`src/rtl/derotate_z_seq.sv`:
```
// Iterative inverse of the fixed-angle z-rotation: undoes up to 2^STEP_W-1 shift-add
// steps, one per clock, with valid/ready handshakes and per-step saturation.
module derotate_z_seq #(
  parameter int WIDTH  = 10,
  parameter int STEP_W = 4,
  parameter int GUARD  = 2
) (
  input  logic              clk_100MHz,
  input  logic              reset_n,
  input  logic              in_valid,
  output logic              in_ready,
  input  logic [WIDTH-1:0]  x_pt,
  input  logic [WIDTH-1:0]  y_pt,
  input  logic [STEP_W-1:0] steps,
  input  logic              dir,
  output logic              out_valid,
  input  logic              out_ready,
  output logic [WIDTH-1:0]  rotated_x,
  output logic [WIDTH-1:0]  rotated_y,
  output logic              busy
);

  localparam int IW = WIDTH + GUARD;

  localparam logic [1:0] S_IDLE   = 2'd0;
  localparam logic [1:0] S_ROTATE = 2'd1;
  localparam logic [1:0] S_DONE   = 2'd2;

  localparam logic signed [IW-1:0] C_MAX = {{(GUARD+1){1'b0}}, {(WIDTH-1){1'b1}}};
  localparam logic signed [IW-1:0] C_MIN = {{(GUARD+1){1'b1}}, {(WIDTH-1){1'b0}}};
  localparam logic [STEP_W-1:0]    C_ONE = {{(STEP_W-1){1'b0}}, 1'b1};
  localparam logic [STEP_W-1:0]    C_ZERO = {STEP_W{1'b0}};

  function automatic logic signed [IW-1:0] sat(input logic signed [IW-1:0] v);
    logic signed [IW-1:0] res;
    if (v > C_MAX) begin
      res = C_MAX;
    end else if (v < C_MIN) begin
      res = C_MIN;
    end else begin
      res = v;
    end
    return res;
  endfunction

  logic [1:0]              r_state;
  logic signed [IW-1:0]    r_x;
  logic signed [IW-1:0]    r_y;
  logic                    r_dir;
  logic [STEP_W-1:0]       r_cnt;
  logic [WIDTH-1:0]        r_out_x;
  logic [WIDTH-1:0]        r_out_y;
  logic                    r_in_ready;
  logic                    r_out_valid;
  logic                    r_busy;

  logic                    w_accept;
  logic signed [IW-1:0]    w_x_in;
  logic signed [IW-1:0]    w_y_in;
  logic signed [IW-1:0]    w_x_next;
  logic signed [IW-1:0]    w_y_next;
  logic signed [IW-1:0]    w_x_sat;
  logic signed [IW-1:0]    w_y_sat;

  // One inverse step from the pre-step x/y (simultaneous update), then clamp.
  always_comb begin
    w_accept = in_valid & r_in_ready;
    w_x_in   = {{GUARD{x_pt[WIDTH-1]}}, x_pt};
    w_y_in   = {{GUARD{y_pt[WIDTH-1]}}, y_pt};
    if (r_dir == 1'b0) begin
      w_x_next = r_x - (r_x >>> 3'd5) + (r_y >>> 3'd2) + (r_y >>> 3'd7);
      w_y_next = r_y - (r_y >>> 3'd5) - (r_x >>> 3'd2) - (r_x >>> 3'd7);
    end else begin
      w_x_next = r_x - (r_x >>> 3'd5) - (r_y >>> 3'd2) - (r_y >>> 3'd7);
      w_y_next = r_y - (r_y >>> 3'd5) + (r_x >>> 3'd2) + (r_x >>> 3'd7);
    end
    w_x_sat = sat(w_x_next);
    w_y_sat = sat(w_y_next);
  end

  // Request FSM, datapath registers and registered handshake outputs.
  always_ff @(posedge clk_100MHz or negedge reset_n) begin
    if (!reset_n) begin
      r_state     <= S_IDLE;
      r_x         <= '0;
      r_y         <= '0;
      r_dir       <= 1'b0;
      r_cnt       <= C_ZERO;
      r_out_x     <= '0;
      r_out_y     <= '0;
      r_in_ready  <= 1'b1;
      r_out_valid <= 1'b0;
      r_busy      <= 1'b0;
    end else begin
      case (r_state)
        S_IDLE: begin
          if (w_accept) begin
            r_x        <= w_x_in;
            r_y        <= w_y_in;
            r_dir      <= dir;
            r_cnt      <= steps;
            r_in_ready <= 1'b0;
            r_busy     <= 1'b1;
            if (steps == C_ZERO) begin
              r_state     <= S_DONE;
              r_out_x     <= x_pt;
              r_out_y     <= y_pt;
              r_out_valid <= 1'b1;
            end else begin
              r_state <= S_ROTATE;
            end
          end
        end
        S_ROTATE: begin
          r_x   <= w_x_sat;
          r_y   <= w_y_sat;
          r_cnt <= r_cnt - C_ONE;
          if (r_cnt == C_ONE) begin
            r_state     <= S_DONE;
            r_out_x     <= w_x_sat[WIDTH-1:0];
            r_out_y     <= w_y_sat[WIDTH-1:0];
            r_out_valid <= 1'b1;
          end
        end
        S_DONE: begin
          if (out_ready) begin
            r_state     <= S_IDLE;
            r_out_valid <= 1'b0;
            r_busy      <= 1'b0;
            r_in_ready  <= 1'b1;
          end
        end
        default: begin
          r_state     <= S_IDLE;
          r_cnt       <= C_ZERO;
          r_out_valid <= 1'b0;
          r_busy      <= 1'b0;
          r_in_ready  <= 1'b1;
        end
      endcase
    end
  end

  assign in_ready  = r_in_ready;
  assign out_valid = r_out_valid;
  assign busy      = r_busy;
  assign rotated_x = r_out_x;
  assign rotated_y = r_out_y;

endmodule

```
`config.mk`:
```
export PLATFORM = sky130hd
export DESIGN_NAME = derotate_z_seq
export DESIGN_NICKNAME = d
export VERILOG_FILES = /design/src/rtl/derotate_z_seq.sv
export SDC_FILE = /design/constraint.sdc
export NUM_CORES = 1
export LEC_CHECK = 0
export ABC_AREA = 1
export CORE_MARGIN = 2
export CORE_UTILIZATION = 55
export DETAILED_ROUTE_END_ITERATION = 16
export GPL_TIMING_DRIVEN = 0
export PLACE_DENSITY = 0.77
export SYNTH_ARGS = -nofsm -noshare
export SYNTH_HDL_FRONTEND = slang
export SYNTH_SLANG_ARGS = --single-unit
```
`constraint.sdc`:
```
create_clock -name clk_100MHz -period 14.7 [get_ports clk_100MHz]
set_clock_uncertainty 0.1 [all_clocks]
set_input_delay 2.205 -clock clk_100MHz [delete_from_list [all_inputs] [get_ports clk_100MHz]]
set_output_delay 2.205 -clock clk_100MHz [all_outputs]
set_load 0.05 [all_outputs]
```
==> summary.md, run 1 <==
| Metric | Value |
|---|---|
| Die W | `119 um` |
| Pre-CTS setup slack | `8.84 ns` |
| Routed WL | `about 20000 um` |
| Hold crit path type | `reg -> reg` |
| Reg2reg start | `r_x[8]` |
| Num rows | `42` |
| Via count | `6696` |
| Final Max Tran Viols | `0` |
| Total grt overflow | `0` |
| Initial DRC count | `~460` |
| Crit-path max FO | `6` |
| Adder-cell share of the synthesized area | `25.5%` |
| Worst Setup SP | `r_x[8]` |
| RSZ-0062 raised after global routing | `no` |
| Area grow syn2layout | `12.3%` |
| Main combinational cell family by area after synthesis | `simple AND/OR/NAND/NOR gates` |
| Clock latency on the worst-skew pair | `0.30 ns` |
| Hold Crit Endpoint | `r_y[0]` |
| Vias in the first global route | `about 6400` |
| Final setup fails | `0` |
| Clk slew on worst S/H paths | `roughly 0.07 ns` |
| Max-capacitance violation count | `0` |
| Mean post-synth cell area | `7.23 sq um` |
| Slowest stage delay, CP | `between 0.5 and 0.6 ns` |
| Relative slew slack | `49.9%` |
| Num CTS Buffers | `5` |
| WP data required | `14.78 ns` |
| Syn. warnings | `0` |
| Initial Util | `roughly 56%` |
| Critical R2R Capture | `rotated_x[6]` |
| DR pass1 iterations | `6` |
| Synth Area in Simple Gates | `between 30% and 40%` |
| # Post-CTS Setup Buffers | `0` |
| Fin nets | `1218` |
| Final ANT Viol Nets | `0` |
| Port Buffers | `51` |
| CP Capture Type | `register` |
| # DRC | `0` |
| CORE AREA | `13100 sq um` |
| Full die area | `14200 sq um` |
| Ant diodes | `0` |
| Final Hold Violating Endpoints | `0` |
| Max Clk Rate | `164 MHz` |
| First-pass GRT wire length | `around 32000 um` |
| Largest net degree at the start of global routing | `33` |
| Hold_buf cts | `0` |
| Crit path kind | `reg -> reg` |
| Synth Area in Compound Gates | `11.3%` |
| Sink Count | `between 50 and 60` |
| Worst path bufs/invs | `4` |
| Hold_sp | `r_y[0]` |
| Min Tclk post-route | `6.10 ns` |
| Seq cells post-synth | `54` |
| TNS Setup | `0 ns` |
| Chip height | `between 100 and 150 um` |
| Global placement routability congestion | `0.977` |
| XOR/XNOR share of the synthesized area | `4.32%` |
| Internal reg-to-reg setup slack | `roughly 8.6 ns` |
| Status | `completed` |
| Io pins | `52` |
| Syn Inst Count | `1006` |
| Least-Margin Pin Slew | `between 0.7 and 0.8 ns` |
| Synth unique cells | `between 40 and 50` |
| Post-CTS sizing | `0` |
| Slowest-stage cell, CP | `dfrtp_1` |
| Mux contribution to synthesized area | `0%` |
| Htree depth | `2` |
| CTS tree | `yes` |
| Worst Path Arrival | `6.18 ns` |
| CP most frequent cell | `nand2_1` |
| Vias per std cell | `between 5 and 6` |
| WL/cell | `about 16 um` |
| Setup ws final | `8.60 ns` |
| Final HPWL DP | `16400 um` |
| Cells on worst reg2reg path | `27` |
| Hold depth | `2` |
| Layout cells sized above 1 | `about 10%` |
| Syn nets | `approximately 1200` |
| Clk root buf | `clkbuf_16` |
| Sequential element share of the synthesized area | `~19%` |
| Longest Clk Path Bufs | `2` |
| Initial antenna violation count | `0` |
| Final period utilization | `41.5%` |
| Gr usage total | `roughly 29%` |
| Delay-heaviest family, CP | `adder cells` |
| Setup crit start kind | `register` |
| Synth Cell Area | `7270 sq um` |
==> cells in the mapped netlist, drive strengths merged <==
cell	number	share of area [%]
and2	1	0.086
a22oi	1	0.10
nand4	9	0.86
dfstp	1	0.36
o2111ai	2	0.24
or2	21	1.8
o21a	1	0.10
clkbuf	13	0.95
nor3	4	0.28
nand3	100	7.5
o21ai	45	3.1
o221ai	1	0.12
fa	40	11
a211oi	1	0.10
xor2	28	3.4
nand3b	3	0.31
nand2	273	16
o211ai	3	0.31
a31oi	7	0.60
buf	6	0.93
dfrtp	53	18
o31ai	3	0.31
nor2	66	3.5
a21oi	72	5.3
xnor2	7	0.95
a21o	3	0.31
ha	84	14
o21bai	5	0.52
inv	151	7.8
a21boi	2	0.21
==> routing by layer <==
layer | vias to the layer above | part of all wire, % | global-route usage, %
met4 | 0 | 3.3 | 10.2
met5 | - | 0 | 0
met3 | 42 | 6.2 | 2.59
li1 | 3314 | - | -
met2 | 247 | 47 | 48.2
met1 | 3093 | 44 | 39.1
==> how the worst max path moves through the flow <==
stage | end | slack (ns) | cells past startpoint
final | rotated_x[6] | 8.60 | 27
after global routing | rotated_x[1] | 8.08 | 29
after CTS | rotated_x[6] | 8.77 | 27
after detailed placement | rotated_x[6] | 8.84 | 27
after global placement | rotated_x[1] | 8.93 | 29
after floorplan | rotated_y[1] | 9.90 | 33
==> registers in the layout (all words and copies together), names as in the netlist <==
| register | cells |
|---|---|
| in_ready | 1 |
| rotated_x | 10 |
| busy | 1 |
| r_dir | 1 |
| r_y | 12 |
| r_state | 2 |
| r_cnt | 4 |
| rotated_y | 10 |
| r_x | 12 |
| out_valid | 1 |
==> worst reg2reg max path: stages (launching register included) <==
cell and delay, ns:
dfrtp_1 0.58, inv_1 0.23, ha_1 0.47, inv_1 0.14
nor2_1 0.10, nand2_1 0.05, nand2_1 0.09, a21oi_1 0.08
o21bai_1 0.20, a21oi_1 0.09, o21ai_0 0.29, xor2_1 0.30
fa_1 0.54, inv_1 0.12, ha_1 0.25, a21oi_1 0.15
o21a_1 0.14, nand3_1 0.16, xor2_1 0.36, nand2_1 0.15
a21oi_1 0.17, nand2_1 0.08, ha_1 0.41, inv_1 0.14
a31oi_1 0.27, nand2_2 0.15, nand3_1 0.10, nand2_1 0.06
==> metrics by stage <==
stage	utilization (%)	instances	cell area, sq um	hold slack, ns
after global routing	62.4	1242	8170	0.411
after global placement	61.2	1233	8000	0.365
final	62.4	1242	8170	0.381
after CTS	62.4	1242	8170	0.385
after floorplan	-	1006	7270	0.349
after detailed placement	61.3	1234	8020	0.366
==> placed cells by master, fill, tap and decap left out, types with 4 or more instances in the layout <==
cell             netlist  layout
a31oi_1                7       7
inv_1                138     138
inv_2                 13      13
nand2_1              237     237
xor2_1                28      28
clkdlybuf4s50_1        0      50
nor2_2                 4       4
fa_1                  40      40
xnor2_1                6       6
nand4_1                8       8
o21ai_0               44      44
nor2_1                62      62
ha_1                  84      84
nand2_2               23      23
clkbuf_16              0       5
o21bai_1               5       5
or2_2                 20      20
clkbuf_1              11      11
dfrtp_1               53      53
nor3_1                 4       4
nand2_4               13      13
nand3_1               91      91
a21oi_1               65      65
nand3_2                9       9
a21oi_2                7       7
==> cell type report <==
class / instances / area (sq um)
flip-flops and latches: 54 / 1350
plain buffers: 19 / 136
clock inverters: 2 / 12.5
multi-input cells: 782 / 5220
inverters: 151 / 567
repair buffers: 52 / 526
fillers: 1129 / 4920
clock buffers: 6 / 139
well taps: 176 / 220
==> cell families after synthesis <==
kind of cell	count (synthesis)
AOI/OAI and AO/OA	146
xor gates and xnor gates	35
adders and majority gates	124
buffers and inverters	170
DFF	54
and+or+nand+nor	477
Power of run 1 is not shown: default switching activity piles up to over one toggle a cycle in this logic, so the estimate is an artifact.
==> inputs of run 2 (changes only) <==
Settings changed: PLACE_DENSITY 0.77 to 0.8.
Clock period 14.7 ns to 5.1 ns, I/O delays scaled along.
==> run 2 against run 1 <==
Effect of this change:
- the run now ends with setup timing left
- non-clock buffer count up 65
- final cell count up 5.2%
- critical path depth shrank 2
- worst setup slack got worse by 8.7 ns
- register-to-register slack worse by 8.7 ns
- utilization grew 8.7 points
- routed wire length up 20%
- highest routed layer unchanged
==> summary.md, run 2 (synthesized netlist as in run 1, its figures left out) <==
| Metric | Value |
|---|---|
| Status | `finished, violations left` |
| Failing checks | `setup timing` |
| Initial DRC count | `812` |
| # fillers | `937` |
| Relative slew slack | `58.5%` |
| Final HPWL DP | `16500 um` |
| Hold crit path type | `in -> async` |
| Clk root buf | `clkbuf_16` |
| Vias per std cell | `between 5 and 6` |
| Area grow syn2layout | `28.1%` |
| Global placement routability congestion | `0.989` |
| Slowest-stage cell, CP | `fa_2` |
| Num CTS Buffers | `5` |
| Delay-heaviest family, CP | `adder cells` |
| Port Buffers | `between 50 and 60` |
| Worst path bufs/invs | `4` |
| CP most frequent cell | `a21oi_2` |
| Least-Margin Pin Slew | `0.623 ns` |
| Biggest regs | `r_x: 12 flops, r_y: 12 flops` |
| Min Tclk post-route | `5.22 ns` |
| Final setup fails | `22` |
| Footprint of the multi-input gates | `approximately 5800 sq um` |
| First-pass GRT wire length | `33900 um` |
| Hold_buf cts | `0` |
| Longest Clk Path Bufs | `2` |
| CORE AREA | `around 13000 sq um` |
| Ant diodes | `0` |
| Routed WL | `23900 um` |
| Layout cells sized above 1 | `26.9%` |
| Max Clk Rate | `192 MHz` |
| DR pass1 iterations | `8` |
| Crit-path max FO | `5` |
| Fin nets | `between 1000 and 1500` |
| Slowest stage delay, CP | `0.71 ns` |
| Final Hold Violating Endpoints | `0` |
| Final ANT Viol Nets | `0` |
| Crit path kind | `reg -> reg` |
| Sink Count | `54` |
| Setup ws final | `-0.117 ns` |
| RSZ-0062 raised after global routing | `yes` |
| Vias in the first global route | `slightly below 7000` |
| Clk slew on worst S/H paths | `0.07 ns` |
| Final Util | `between 70% and 80%` |
| Gr usage total | `between 30% and 40%` |
| WL/cell | `about 18 um` |
| Largest net degree at the start of global routing | `33` |
| Full die area | `between 10000 and 15000 sq um` |
| Final Max Tran Viols | `0` |
| Register area | `~1400 sq um` |
| Initial antenna violation count | `0` |
| Total grt overflow | `0` |
| Via count | `7424` |
| Io pins | `52` |
| Die W | `119 um` |
| Worst Path Arrival | `5.31 ns` |
| Setup crit start kind | `register` |
| Max-capacitance violation count | `0` |
| WP data required | `5.19 ns` |
| Initial Util | `55.6%` |
| Clock latency on the worst-skew pair | `0.30 ns` |
| Htree depth | `2` |
| Final period utilization | `102%` |
| Commonest non-fill, non-tap cell in the layout | `nand2_1` |
| CP Capture Type | `register` |
| Chip height | `119 um` |
| Num rows | `42` |
| # DRC | `0` |
| Most frequent cells in the layout | `nand2_1, inv_1, nand3_1, ha_1, buf_4` |
| CTS tree | `yes` |
[run 2: changes by cell type in the layout (fill, tap and decap cells not counted), sizes merged]
cell      previous run  this run
inv                151       140
buf                  8        73
clkinvlp             1        12
[run 2: timing repair]
item                                    CTS  global route
gates cloned                              0             0
pin swaps                                 7            54
resized for setup                        46           120
endpoints found under the setup margin   42            41
setup buffers                            18            48
[run 2: path summary, 6_finish.rpt]
kind                         startpoint      endpoint  slack [ns]  depth (start not counted)
hold / removal                  reset_n      r_cnt[3]        0.35                          1
setup / recovery                r_y[10]        r_y[2]       -0.12                         25
min in group clk_100MHz    rotated_x[3]  rotated_x[3]        0.38                          2
max in group asynchronous       reset_n      in_ready        3.93                          2
hold reg to reg            rotated_x[3]  rotated_x[3]        0.38                          2
setup reg to reg                r_y[10]        r_y[2]       -0.12                         25
[run 2: stage by stage]
step	hold WS [ns]	std cells	instance area [sq um]	setup slack [ns]	setup TNS, ns
3_5_place_dp	0.365	1234	8020	-0.799	-25.41
4_1_cts	0.356	1260	8440	-0.00286	-0.00286
3_3_place_gp	0.367	1233	8000	-0.647	-20.17
5_1_grt	0.377	1307	9310	-0.259	-8.00
6_report	0.346	1307	9310	-0.117	-1.75
2_1_floorplan	0.349	1006	7270	0.297	0
[run 2: routing by layer]
layer  wire, um  vias to the layer above  track usage [%]  part of all wire [%]
li1           -                     3449                -                     -
met1       9020                     3394             39.5                    38
met2      11200                      460             50.0                    47
met3       2340                      121             4.12                   9.8
met4       1390                        0             13.4                   5.8
met5          0                        -                0                     0
[run 2: cell type report]
class | count | area share [%]
Buffer | 19 | 1.46
Clock buffer | 6 | 1.49
Clock inverter | 2 | 0.134
Inverter | 151 | 6.72
Multi-Input combinational cell | 782 | 62.1
Sequential cell | 54 | 14.8
Tap cell | 176 | 2.36
Timing Repair Buffer | 117 | 11.0
[run 2: worst register-to-register path: stages, from the launching register on]
cell and delay, ns:
dfrtp_2 0.49, clkinvlp_4 0.16, ha_1 0.41, inv_2 0.11, a21oi_2 0.22, o31ai_4 0.14
a21oi_2 0.18, o21ai_2 0.10, xor2_2 0.17, fa_2 0.71, inv_4 0.09, ha_4 0.25
a21oi_1 0.20, nand2_1 0.09, inv_1 0.07, nand2_1 0.10, nand3_1 0.10, nand3_1 0.22
a21oi_2 0.28, nand2_2 0.10, ha_4 0.33, nor2_1 0.08, a21oi_2 0.21, nand2_4 0.08
nand3_1 0.08, nand2_1 0.05
Power of run 2 is left out for the same reason.
==> inputs of run 3 (changes only) <==
Settings changed: CTS_BUF_LIST from default to sky130_fd_sc_hd__clkbuf_4 sky130_fd_sc_hd__clkbuf_8 sky130_fd_sc_hd__clkbuf_16, SLEW_MARGIN from default to 0.
==> results of run 3 <==
No change in the layout: final DEF, timing and power equal those of run 2.
Power of run 3 is left out for the same reason.
